`config.mk`:
```
export PLATFORM = sky130hd
export DESIGN_NAME = vending_change_controller
export DESIGN_NICKNAME = d
export VERILOG_FILES = /design/src/rtl/vending_pkg.sv /design/src/rtl/change_dispenser.sv /design/src/rtl/vending_change_controller.sv
export SDC_FILE = /design/constraint.sdc
export NUM_CORES = 1
export LEC_CHECK = 0
export BUFFER_PORTS_ARGS = -buffer_cell sky130_fd_sc_hd__buf_2
export CAP_MARGIN = 5
export CORE_UTILIZATION = 55
export DETAILED_ROUTE_END_ITERATION = 16
export MAX_ROUTING_LAYER = met4
export PLACE_DENSITY = 0.79
export SYNTH_ARGS = -nofsm -noshare
export SYNTH_HDL_FRONTEND = slang
export SYNTH_SLANG_ARGS = --single-unit
```
`constraint.sdc`:
```
create_clock -name clock -period 4.18 [get_ports clock]
set_input_delay 0.209 -clock clock [delete_from_list [all_inputs] [get_ports clock]]
set_output_delay 0.209 -clock clock [all_outputs]
set_load 0.05 [all_outputs]
```
`src/rtl/vending_pkg.sv`:
```
`default_nettype none
// ============================================================================
// Module   : vending_pkg
// Purpose  : Shared state encoding and saturating-add helper for the vending
//            change controller.
// Revision : 1.0 - initial release
// ============================================================================
package vending_pkg;

    typedef logic [2:0] state_t;

    localparam state_t IDLE     = 3'd0;
    localparam state_t COLLECT  = 3'd1;
    localparam state_t VEND     = 3'd2;
    localparam state_t DISPENSE = 3'd3;
    localparam state_t REFUND   = 3'd4;

    // a + b clamped to max_val; callers cast the result down to their width
    function automatic logic [31:0] sat_add(input logic [31:0] a,
                                            input logic [31:0] b,
                                            input logic [31:0] max_val);
        logic [32:0] s;
        s = {1'b0, a} + {1'b0, b};
        return (s > {1'b0, max_val}) ? max_val : s[31:0];
    endfunction

endpackage
`default_nettype wire

```
`src/rtl/change_dispenser.sv`:
```
`default_nettype none
// ============================================================================
// Module   : change_dispenser
// Purpose  : Loadable owed down-counter that hands out one unit per
//            chg_valid/chg_ready beat, tagged as change or refund.
// Revision : 1.0 - initial release
// ============================================================================
module change_dispenser #(
    parameter int OW = 5
) (
    input  logic          clock,
    input  logic          reset,
    input  logic          load,
    input  logic [OW-1:0] load_val,
    input  logic          load_refund,
    input  logic          en,
    input  logic          chg_ready,
    output logic          chg_valid,
    output logic          chg_is_refund,
    output logic          beat,
    output logic          owed_zero,
    output logic          done
);

    localparam logic [OW-1:0] C_ONE = {{(OW-1){1'b0}}, 1'b1};

    logic [OW-1:0] owed_q, owed_d;
    logic          refund_q, refund_d;

    assign owed_zero     = (owed_q == '0);
    assign chg_valid     = en & ~owed_zero;
    assign beat          = chg_valid & chg_ready;
    assign chg_is_refund = chg_valid & refund_q;
    // done covers both an empty load and the final unit leaving this cycle
    assign done          = owed_zero | (beat & (owed_q == C_ONE));

    // next owed count: a load overrides, otherwise each beat takes one unit
    always_comb begin
        owed_d   = owed_q;
        refund_d = refund_q;
        if (load) begin
            owed_d   = load_val;
            refund_d = load_refund;
        end else if (beat) begin
            owed_d = owed_q - C_ONE;
        end
    end

    // owed counter and refund tag registers
    always_ff @(posedge clock) begin
        if (reset) begin
            owed_q   <= '0;
            refund_q <= 1'b0;
        end else begin
            owed_q   <= owed_d;
            refund_q <= refund_d;
        end
    end

endmodule
`default_nettype wire

```
`src/rtl/vending_change_controller.sv`:
```
`default_nettype none
// ============================================================================
// Module   : vending_change_controller
// Purpose  : Runs a vending transaction: latches cost, accumulates coins,
//            decides vend/refund, dispenses change from a finite inventory.
//            Optional macro VEND_COUNT_EN adds a 16-bit wrapping vend counter.
// Revision : 1.0 - initial release
// ============================================================================
module vending_change_controller
    import vending_pkg::*;
#(
    parameter int W        = 4,
    parameter int INV_W    = 4,
    parameter int INV_INIT = 8
) (
    input  logic             clock,
    input  logic             reset,
    input  logic             start,
    input  logic [W-1:0]     cost,
    input  logic             coin_valid,
    input  logic [W-1:0]     coin_val,
    output logic             coin_ready,
    input  logic             cancel,
    input  logic             exact_only,
    input  logic             restock_valid,
    input  logic [INV_W-1:0] restock_amt,
    output logic             chg_valid,
    input  logic             chg_ready,
    output logic             chg_is_refund,
    output logic             vend,
    output logic             exact_amount,
    output logic             not_enough_chg,
    output logic [INV_W-1:0] remaining,
    output logic [W:0]       paid_total,
    output logic             busy
`ifdef VEND_COUNT_EN
    ,
    output logic [15:0]      vend_count
`endif
);

    localparam logic [31:0] C_PAID_MAX = (32'd1 << (W + 1)) - 32'd1;
    localparam logic [31:0] C_INV_MAX  = (32'd1 << INV_W) - 32'd1;

    state_t           state_q, state_d;
    logic [W-1:0]     cost_q, cost_d;
    logic [W:0]       paid_q, paid_d;
    logic             exact_q, exact_d;
    logic             nec_q, nec_d;
    logic [INV_W-1:0] remaining_q, remaining_d;

    logic [W:0]       w_cost_ext, w_diff, w_paid_plus, w_load_val;
    logic [INV_W-1:0] w_rem_base;
    logic             w_coin_fire, w_load, w_load_refund;
    logic             w_beat, w_owed_zero, w_done, w_disp_en, w_dec;

    assign w_cost_ext  = {1'b0, cost_q};
    assign w_diff      = paid_q - w_cost_ext;
    assign coin_ready  = (state_q == COLLECT) && (paid_q < w_cost_ext);
    assign w_coin_fire = coin_valid & coin_ready;
    assign w_paid_plus = (W + 1)'(sat_add(32'(paid_q), 32'(coin_val), C_PAID_MAX));
    assign w_disp_en   = (state_q == DISPENSE) || (state_q == REFUND);
    // only real change draws on the inventory; refunds come from escrow
    assign w_dec       = w_beat & (state_q == DISPENSE);

    assign vend           = (state_q == VEND);
    assign busy           = (state_q != IDLE);
    assign exact_amount   = exact_q;
    assign not_enough_chg = nec_q;
    assign remaining      = remaining_q;
    assign paid_total     = paid_q;

    change_dispenser #(.OW(W + 1)) u_disp (
        .clock         (clock),
        .reset         (reset),
        .load          (w_load),
        .load_val      (w_load_val),
        .load_refund   (w_load_refund),
        .en            (w_disp_en),
        .chg_ready     (chg_ready),
        .chg_valid     (chg_valid),
        .chg_is_refund (chg_is_refund),
        .beat          (w_beat),
        .owed_zero     (w_owed_zero),
        .done          (w_done)
    );

    // transaction FSM: collection, vend/refund decision, dispenser loading
    always_comb begin
        state_d       = state_q;
        cost_d        = cost_q;
        paid_d        = paid_q;
        exact_d       = exact_q;
        nec_d         = nec_q;
        w_load        = 1'b0;
        w_load_val    = paid_q;
        w_load_refund = 1'b0;
        case (state_q)
            IDLE: begin
                if (start) begin
                    state_d = COLLECT;
                    cost_d  = cost;
                    paid_d  = '0;
                    exact_d = 1'b0;
                    nec_d   = 1'b0;
                end
            end
            COLLECT: begin
                if (cancel) begin
                    // a coin taken in the same cycle goes back with the escrow
                    w_load        = 1'b1;
                    w_load_refund = 1'b1;
                    w_load_val    = w_coin_fire ? w_paid_plus : paid_q;
                    paid_d        = w_load_val;
                    state_d       = REFUND;
                end else if (w_coin_fire) begin
                    paid_d = w_paid_plus;
                end else if (paid_q >= w_cost_ext) begin
                    w_load = 1'b1;
                    if (w_diff == '0) begin
                        exact_d    = 1'b1;
                        w_load_val = '0;
                        state_d    = VEND;
                    end else if (exact_only) begin
                        w_load_refund = 1'b1;
                        state_d       = REFUND;
                    end else if (32'(w_diff) > 32'(remaining_q)) begin
                        nec_d         = 1'b1;
                        w_load_refund = 1'b1;
                        state_d       = REFUND;
                    end else begin
                        w_load_val = w_diff;
                        state_d    = VEND;
                    end
                end
            end
            VEND:     state_d = w_owed_zero ? IDLE : DISPENSE;
            DISPENSE: if (w_done) state_d = IDLE;
            REFUND:   if (w_done) state_d = IDLE;
            default:  state_d = IDLE;
        endcase
    end

    // inventory: take the dispensed unit first, then add a saturating restock
    always_comb begin
        w_rem_base  = remaining_q - {{(INV_W-1){1'b0}}, w_dec};
        remaining_d = w_rem_base;
        if (restock_valid) begin
            remaining_d = INV_W'(sat_add(32'(w_rem_base), 32'(restock_amt), C_INV_MAX));
        end
    end

    // state, transaction and inventory registers
    always_ff @(posedge clock) begin
        if (reset) begin
            state_q     <= IDLE;
            cost_q      <= '0;
            paid_q      <= '0;
            exact_q     <= 1'b0;
            nec_q       <= 1'b0;
            remaining_q <= INV_W'(INV_INIT);
        end else begin
            state_q     <= state_d;
            cost_q      <= cost_d;
            paid_q      <= paid_d;
            exact_q     <= exact_d;
            nec_q       <= nec_d;
            remaining_q <= remaining_d;
        end
    end

`ifdef VEND_COUNT_EN
    logic [15:0] vend_count_q, vend_count_d;

    assign vend_count = vend_count_q;

    // next vend count, wrapping naturally at 16 bits
    always_comb begin
        vend_count_d = vend_count_q + {15'd0, vend};
    end

    // vend counter register
    always_ff @(posedge clock) begin
        if (reset) begin
            vend_count_q <= '0;
        end else begin
            vend_count_q <= vend_count_d;
        end
    end
`endif

endmodule
`default_nettype wire

```
-- Word level (Yosys, flattened, before mapping)
Index checks and enable logic that the tools add are counted.
- memory bits (writable): 0
- flip-flop bits (word level): 24
- ROM bits: 0
- input port bits: 20
- memories kept: 0
- output and inout bits: 16
- latch bits: 0
- reductions and logical operators: 14
- order comparisons: 5
- div/mod/pow operators: 0
- shift operators: 0
- equal/unequal tests: 16
- mux-type cells: 49
- multiply operators: 0
- $add $sub $neg: 5
- bitwise gates (word level): 8
- operators by type and width (kind ; count):
    2-to-1 mux 5 bit ; 12
    2-to-1 mux 3 bit ; 8
    2-to-1 mux 1 bit ; 22
    one-hot mux 3 bit (4 select lines) ; 1
    logical NOT 5 bit ; 2
    inequality test 2 bit, second input constant ; 5
    one-hot mux 5 bit (2 select lines) ; 1
    2-to-1 mux 4 bit ; 2
    inequality test 2 x 1 -> 1 bit, second input constant ; 4
    AND reduction 8 bit ; 1
    adder 5 x 4 -> 6 bit ; 1
    AND 1 bit ; 6
    == test 3 x 2 -> 1 bit, second input constant ; 2
    greater-than comparator 6 x 5 -> 1 bit, second input constant ; 1
    AND reduction 6 bit ; 1
    adder 4 x 4 -> 5 bit ; 1
    == test 5 x 1 -> 1 bit, second input constant ; 1
    >= comparator 5 x 4 -> 1 bit ; 1
    greater-than comparator 5 x 4 -> 1 bit ; 1
    greater-than comparator 5 x 4 -> 1 bit, second input constant ; 1
    < comparator 5 x 4 -> 1 bit ; 1
    subtractor 5 x 1 -> 5 bit, second input constant ; 1
    subtractor 5 x 4 -> 5 bit ; 1
    one-hot mux 1 bit (2 select lines) ; 2
    other kinds (16) ; 18

-- Depth between registers and ports, before layout
- word-level depth: 10
- depth in mapped cells: 13
- depth with buffers taken out: 13

-- Modules after synthesis
Synthesis repeated with hierarchy kept, for this count alone.
- cells, all modules: 250
- area total of the unflattened synthesis: 2050.7 um^2
- modules (own cells, without submodules) (module ; seq. area each (um^2) ; cells each ; area an instance (um^2) ; instances):
    vending_change_controller ; 360.3 ; 206 ; 1685.4 ; 1
    change_dispenser ; 120.1 ; 44 ; 365.4 ; 1

-- Worst setup path after synthesis
OpenSTA, ideal clock, no wires.
- path kind: flip-flop to flip-flop
- start: register paid_q[0], in the netlist paid_total[0]
- end: register u_disp.owed_q[0]
- slack: 0.876 ns
- arrival time: 3.246 ns
- cell stages (with the launch flop): 13
- data required time: 4.122 ns
- cell sequence: dfxtp_1 inv_1 ha_1 nand2b_1 a21oi_1 xor2_1 ha_1 and2_1 o21ai_0 a31oi_4 o311a_1 a311oi_1 o21a_1
- word-level cells in the longest chain between the ends: 10
- elaborated cells on any way between the ends: 24
- RTL lines (item ; RTL line ; text):
    start: declaration ; vending_change_controller.sv:47 ; logic [W:0] paid_q, paid_d;
    start signal: assignment ; vending_change_controller.sv:165 ; paid_q <= paid_d;
    subtractor 5 x 4 -> 5 bit ; vending_change_controller.sv:58 ; assign w_diff = paid_q - w_cost_ext;
    greater-than comparator 5 x 4 -> 1 bit ; vending_change_controller.sv:127 ; end else if (32'(w_diff) > 32'(remaining_q)) begin
    2-to-1 mux 5 bit ; vending_change_controller.sv:127 ;
    2-to-1 mux 5 bit ; vending_change_controller.sv:124 ; end else if (exact_only) begin
    2-to-1 mux 5 bit ; vending_change_controller.sv:120 ; if (w_diff == '0) begin
    2-to-1 mux 5 bit ; vending_change_controller.sv:118 ; end else if (paid_q >= w_cost_ext) begin
    2-to-1 mux 5 bit ; vending_change_controller.sv:116 ; end else if (w_coin_fire) begin
    2-to-1 mux 5 bit ; vending_change_controller.sv:109 ; if (cancel) begin
    2-to-1 mux 5 bit ; vending_change_controller.sv:98 ; case (state_q)
    2-to-1 mux 5 bit ; change_dispenser.sv:41 ; if (load) begin
    end signal: assignment ; change_dispenser.sv:55 ; owed_q <= owed_d;
    end: declaration ; change_dispenser.sv:27 ; logic [OW-1:0] owed_q, owed_d;
Several ways; a longest one is shown, not always the timed one.
A chain may end at the register's enable or synchronous reset.

-- Worst setup path in the final report
- start: register u_disp.owed_q[0]
- end: register remaining_q[2], in the netlist remaining[2]
- word-level cells in the longest chain between the ends: 10
- RTL lines (item ; RTL line ; text):
    logical NOT 5 bit * ; change_dispenser.sv:30 ; assign owed_zero = (owed_q == '0);
    NOT 1 bit * ; change_dispenser.sv:31 ; assign chg_valid = en & ~owed_zero;
    AND 1 bit * ; change_dispenser.sv:31 ;
    AND 1 bit * ; change_dispenser.sv:32 ; assign beat = chg_valid & chg_ready;
    AND 1 bit * ; vending_change_controller.sv:64 ; assign w_dec = w_beat & (state_q == DISPENSE);
    subtractor 4 x 1 -> 4 bit * ; vending_change_controller.sv:146 ; w_rem_base = remaining_q - {{(INV_W-1){1'b0}}, w_dec};
    adder 4 x 4 -> 5 bit ; vending_pkg.sv:23 ; s = {1'b0, a} + {1'b0, b};
    greater-than comparator 5 x 4 -> 1 bit ; vending_pkg.sv:24 ; return (s > {1'b0, max_val}) ? max_val : s[31:0];
    2-to-1 mux 4 bit ; vending_pkg.sv:24 ;
    2-to-1 mux 4 bit * ; vending_change_controller.sv:148 ; if (restock_valid) begin
    end signal: assignment ; vending_change_controller.sv:161 ; remaining_q <= INV_W'(INV_INIT);
    end signal: assignment ; vending_change_controller.sv:168 ; remaining_q <= remaining_d;
    end: declaration ; vending_change_controller.sv:50 ; logic [INV_W-1:0] remaining_q, remaining_d;
Mark *: on every way between the ends. The rest lies on a longest branch, timed or not.

==> flow_summary.json <==
{
  "status": "complete, no violations",
  "core_area_um2": 3440,
  "wl_met3_um": 223,
  "power_density_nw_per_um2": 563,
  "rows": 21,
  "area_delta_synth_final_pct": 11.9,
  "finalSetupTns_ps": 0,
  "whs_path_depth": 3,
  "cts_buffers": 3,
  "grt_start_max_net_pins": 21,
  "wl_per_cell_um": 15.0,
  "drv_slew": 0,
  "die_width_um": 63.0,
  "route.detailed.drc": 0,
  "finalCritPeriodShare_pct": 78.4,
  "place_congestion": 0.975,
  "cts_sinks": 24,
  "drtAntennaViolNets": 0,
  "grt.total_usage_pct": 27.0,
  "wl_met1_um": 2290,
  "rsz0062_at_grt": "no",
  "topRoutingLayerUsed": "met4",
  "synthCells": 251,
  "grt-ovfl-total": 0,
  "grt_pass1_wl_um": 8350,
  "die_area_um2": 3970,
  "layout_commonest_cell": "buf_2",
  "finalNonFillerCells": 326,
  "synth-edff-count": 0,
  "mostFrequentLayoutCells": "buf_2, a21oi_1, dfxtp_1",
  "start_util_pct": 59.4,
  "wl_met2_um": 2240,
  "path_clk_slew_ps": 90,
  "top_level_ports": 36,
  "r2r_setup_slack_ps": 900,
  "drive_gt1_share_pct": 18.6,
  "dr.first_iter.drc_count": 166,
  "finalSetupViolCount": 0,
  "rr_worst_depth": 12,
  "final_core_util_pct": 66.5,
  "worstPathMaxFanout": 5,
  "startpoint_type": "register",
  "cp-end-kind": "register",
  "vdd.ir_drop.worst_v": 0.000248,
  "cts_buffer_depth": 2,
  "cts-root-buf": "clkbuf_8",
  "async_flop_share_pct": 0,
  "ys_types": 68,
  "place_ws_ps": 902,
  "h-tree-depth": 1,
  "fin_nets": 325,
  "timing.final.crit_period_ps": 3280,
  "placed_cells": 322,
  "syn_area_um2": 2050,
  "max-slew-margin-rel_pct": 55.5,
  "firstDrtPassIters": 4,
  "vias": 1952,
  "yosys_warnings": 0,
  "antenna_found_initial": 0,
  "clk_latency_ps": 270,
  "fin_ws_ps": 901,
  "maxCapViolCount": 0,
  "cts_tree": "done",
  "synth_nets": 295,
  "cp.arrival_ps": 3450,
  "cts_resized": 0,
  "ys.flop_type": "dfxtp_1",
  "cts-hold-fix-buffers": 0,
  "r2r_end": "remaining[2]",
  "finClkSkew_ps": 3.14,
  "r2r-start": "u_disp.owed_q[0]",
  "fmax_mhz": 305,
  "setup.worst_path.start": "u_disp.owed_q[0]",
  "die_h_um": 63.0,
  "synth_seq_cells": 24,
  "ys_seq_area_share_pct": 23.5,
  "hp-class": "input pin to register",
  "vias_per_cell": 5.99,
  "finalHoldViolations": 0,
  "syn_avg_cell_area_um2": 8.15,
  "postCtsSetupBuffers": 0,
  "worstHoldStart": "cost[0]",
  "grt_pass1_vias": 1843,
  "port_buffers": 35,
  "diodes": 0,
  "dp_hpwl_um": 3800,
  "critPathKind": "register to register",
  "tightest_slew_ps": 662,
  "worstPathRequired_ps": 4350,
  "min_to": "cost_q[0]",
  "p_leak_nw": 1.04,
  "wirelength_um": 4880
}
## worst max-delay path: stages, from the launching register on
cell      delay, ps
dfxtp_1         330
inv_1           110
ha_1            180
or4b_1          530
and3_1          260
ha_1            210
and3_1          200
or2_2           290
ha_1            300
and2_1          160
o21ai_0         160
nand3b_1        170
o221a_2         280
## synthesized netlist by cell type, types with 2 or more instances
cell	instances	share of area [%]
a21oi_1	24	5.9
dfxtp_1	24	23
nand2_1	22	4.0
ha_1	21	13
inv_1	18	3.3
nor2_1	17	3.1
o21ai_0	9	2.2
nand3_1	7	1.7
nor3_1	6	1.5
and2_1	5	1.5
buf_2	5	1.2
clkbuf_1	5	0.92
nor4_1	5	1.5
xnor2_1	5	2.1
xor2_1	4	1.7
fa_1	3	2.9
nand3b_1	3	1.1
o221a_2	3	1.7
o31ai_1	3	1.1
a211oi_1	2	0.73
a21o_1	2	0.73
a31oi_1	2	0.61
and3_1	2	0.61
nand4_1	2	0.61
nor2b_1	2	0.61
nor3b_1	2	0.73
o2111ai_1	2	0.86
o211a_1	2	0.98
o211ai_1	2	0.73
o21a_1	2	0.73
o311ai_0	2	0.86
or4_1	2	0.73
## routing by layer
layer	vias up	global-route usage, %
met5	-	-
met4	0	11.9
met3	14	2.37
met2	64	42.6
met1	881	34.9
li1	993	-
## worst max-delay path by stage
stage	endpoint	slack, ps	cells after the start
floorplan	u_disp.owed_q[0]	880	12
global placement	remaining[0]	940	12
detailed placement	remaining[0]	900	12
CTS	remaining[0]	880	12
global route	remaining[2]	690	12
finish	remaining[2]	900	12
## flip-flops by register name, indices dropped and copies added, names as in the netlist
register and cells:
paid_total 5, u_disp.owed_q 5, cost_q 4, remaining 4, state_q 3, exact_amount 1
not_enough_chg 1, u_disp.refund_q 1
## per-stage QoR
step / hold slack [ps] / cell area (µm²) / power [mW]
global route: 164 / 2290 / 1.39
detailed placement: 449 / 2230 / 1.12
finish: 171 / 2290 / 1.29
global placement: 446 / 2230 / 1.11
floorplan: 345 / 2050 / 0.964
CTS: 165 / 2290 / 1.29
## report_power, final
group          internal (mW)  leakage (nW)  switching, mW
Sequential             0.276         0.196         0.0563
Combinational          0.291         0.819          0.504
Clock                 0.0842        0.0288         0.0772
Total                  0.651          1.04          0.638
## cells by family (layout without fill, tap and decap cells)
family | Yosys count | count (layout) | synth area share, %
flip-flops | 24 | 24 | 23.5
XOR/XNOR | 9 | 9 | 3.85
buffers and inverters | 28 | 57 | 5.44
AND/OR/NAND/NOR | 89 | 89 | 23.9
AO/OA/AOI/OAI | 77 | 77 | 27.5
adder cells (fa/ha/maj) | 24 | 24 | 15.8
## area by class of cell
type / count / area (µm²)
Timing Repair Buffer: 35 / 175
Clock buffer: 4 / 55.1
Tap cell: 46 / 57.6
Sequential cell: 24 / 480
Multi-Input combinational cell: 199 / 1450
Fill cell: 327 / 1150
Inverter: 18 / 67.6
(Power assumes the default switching activity.)
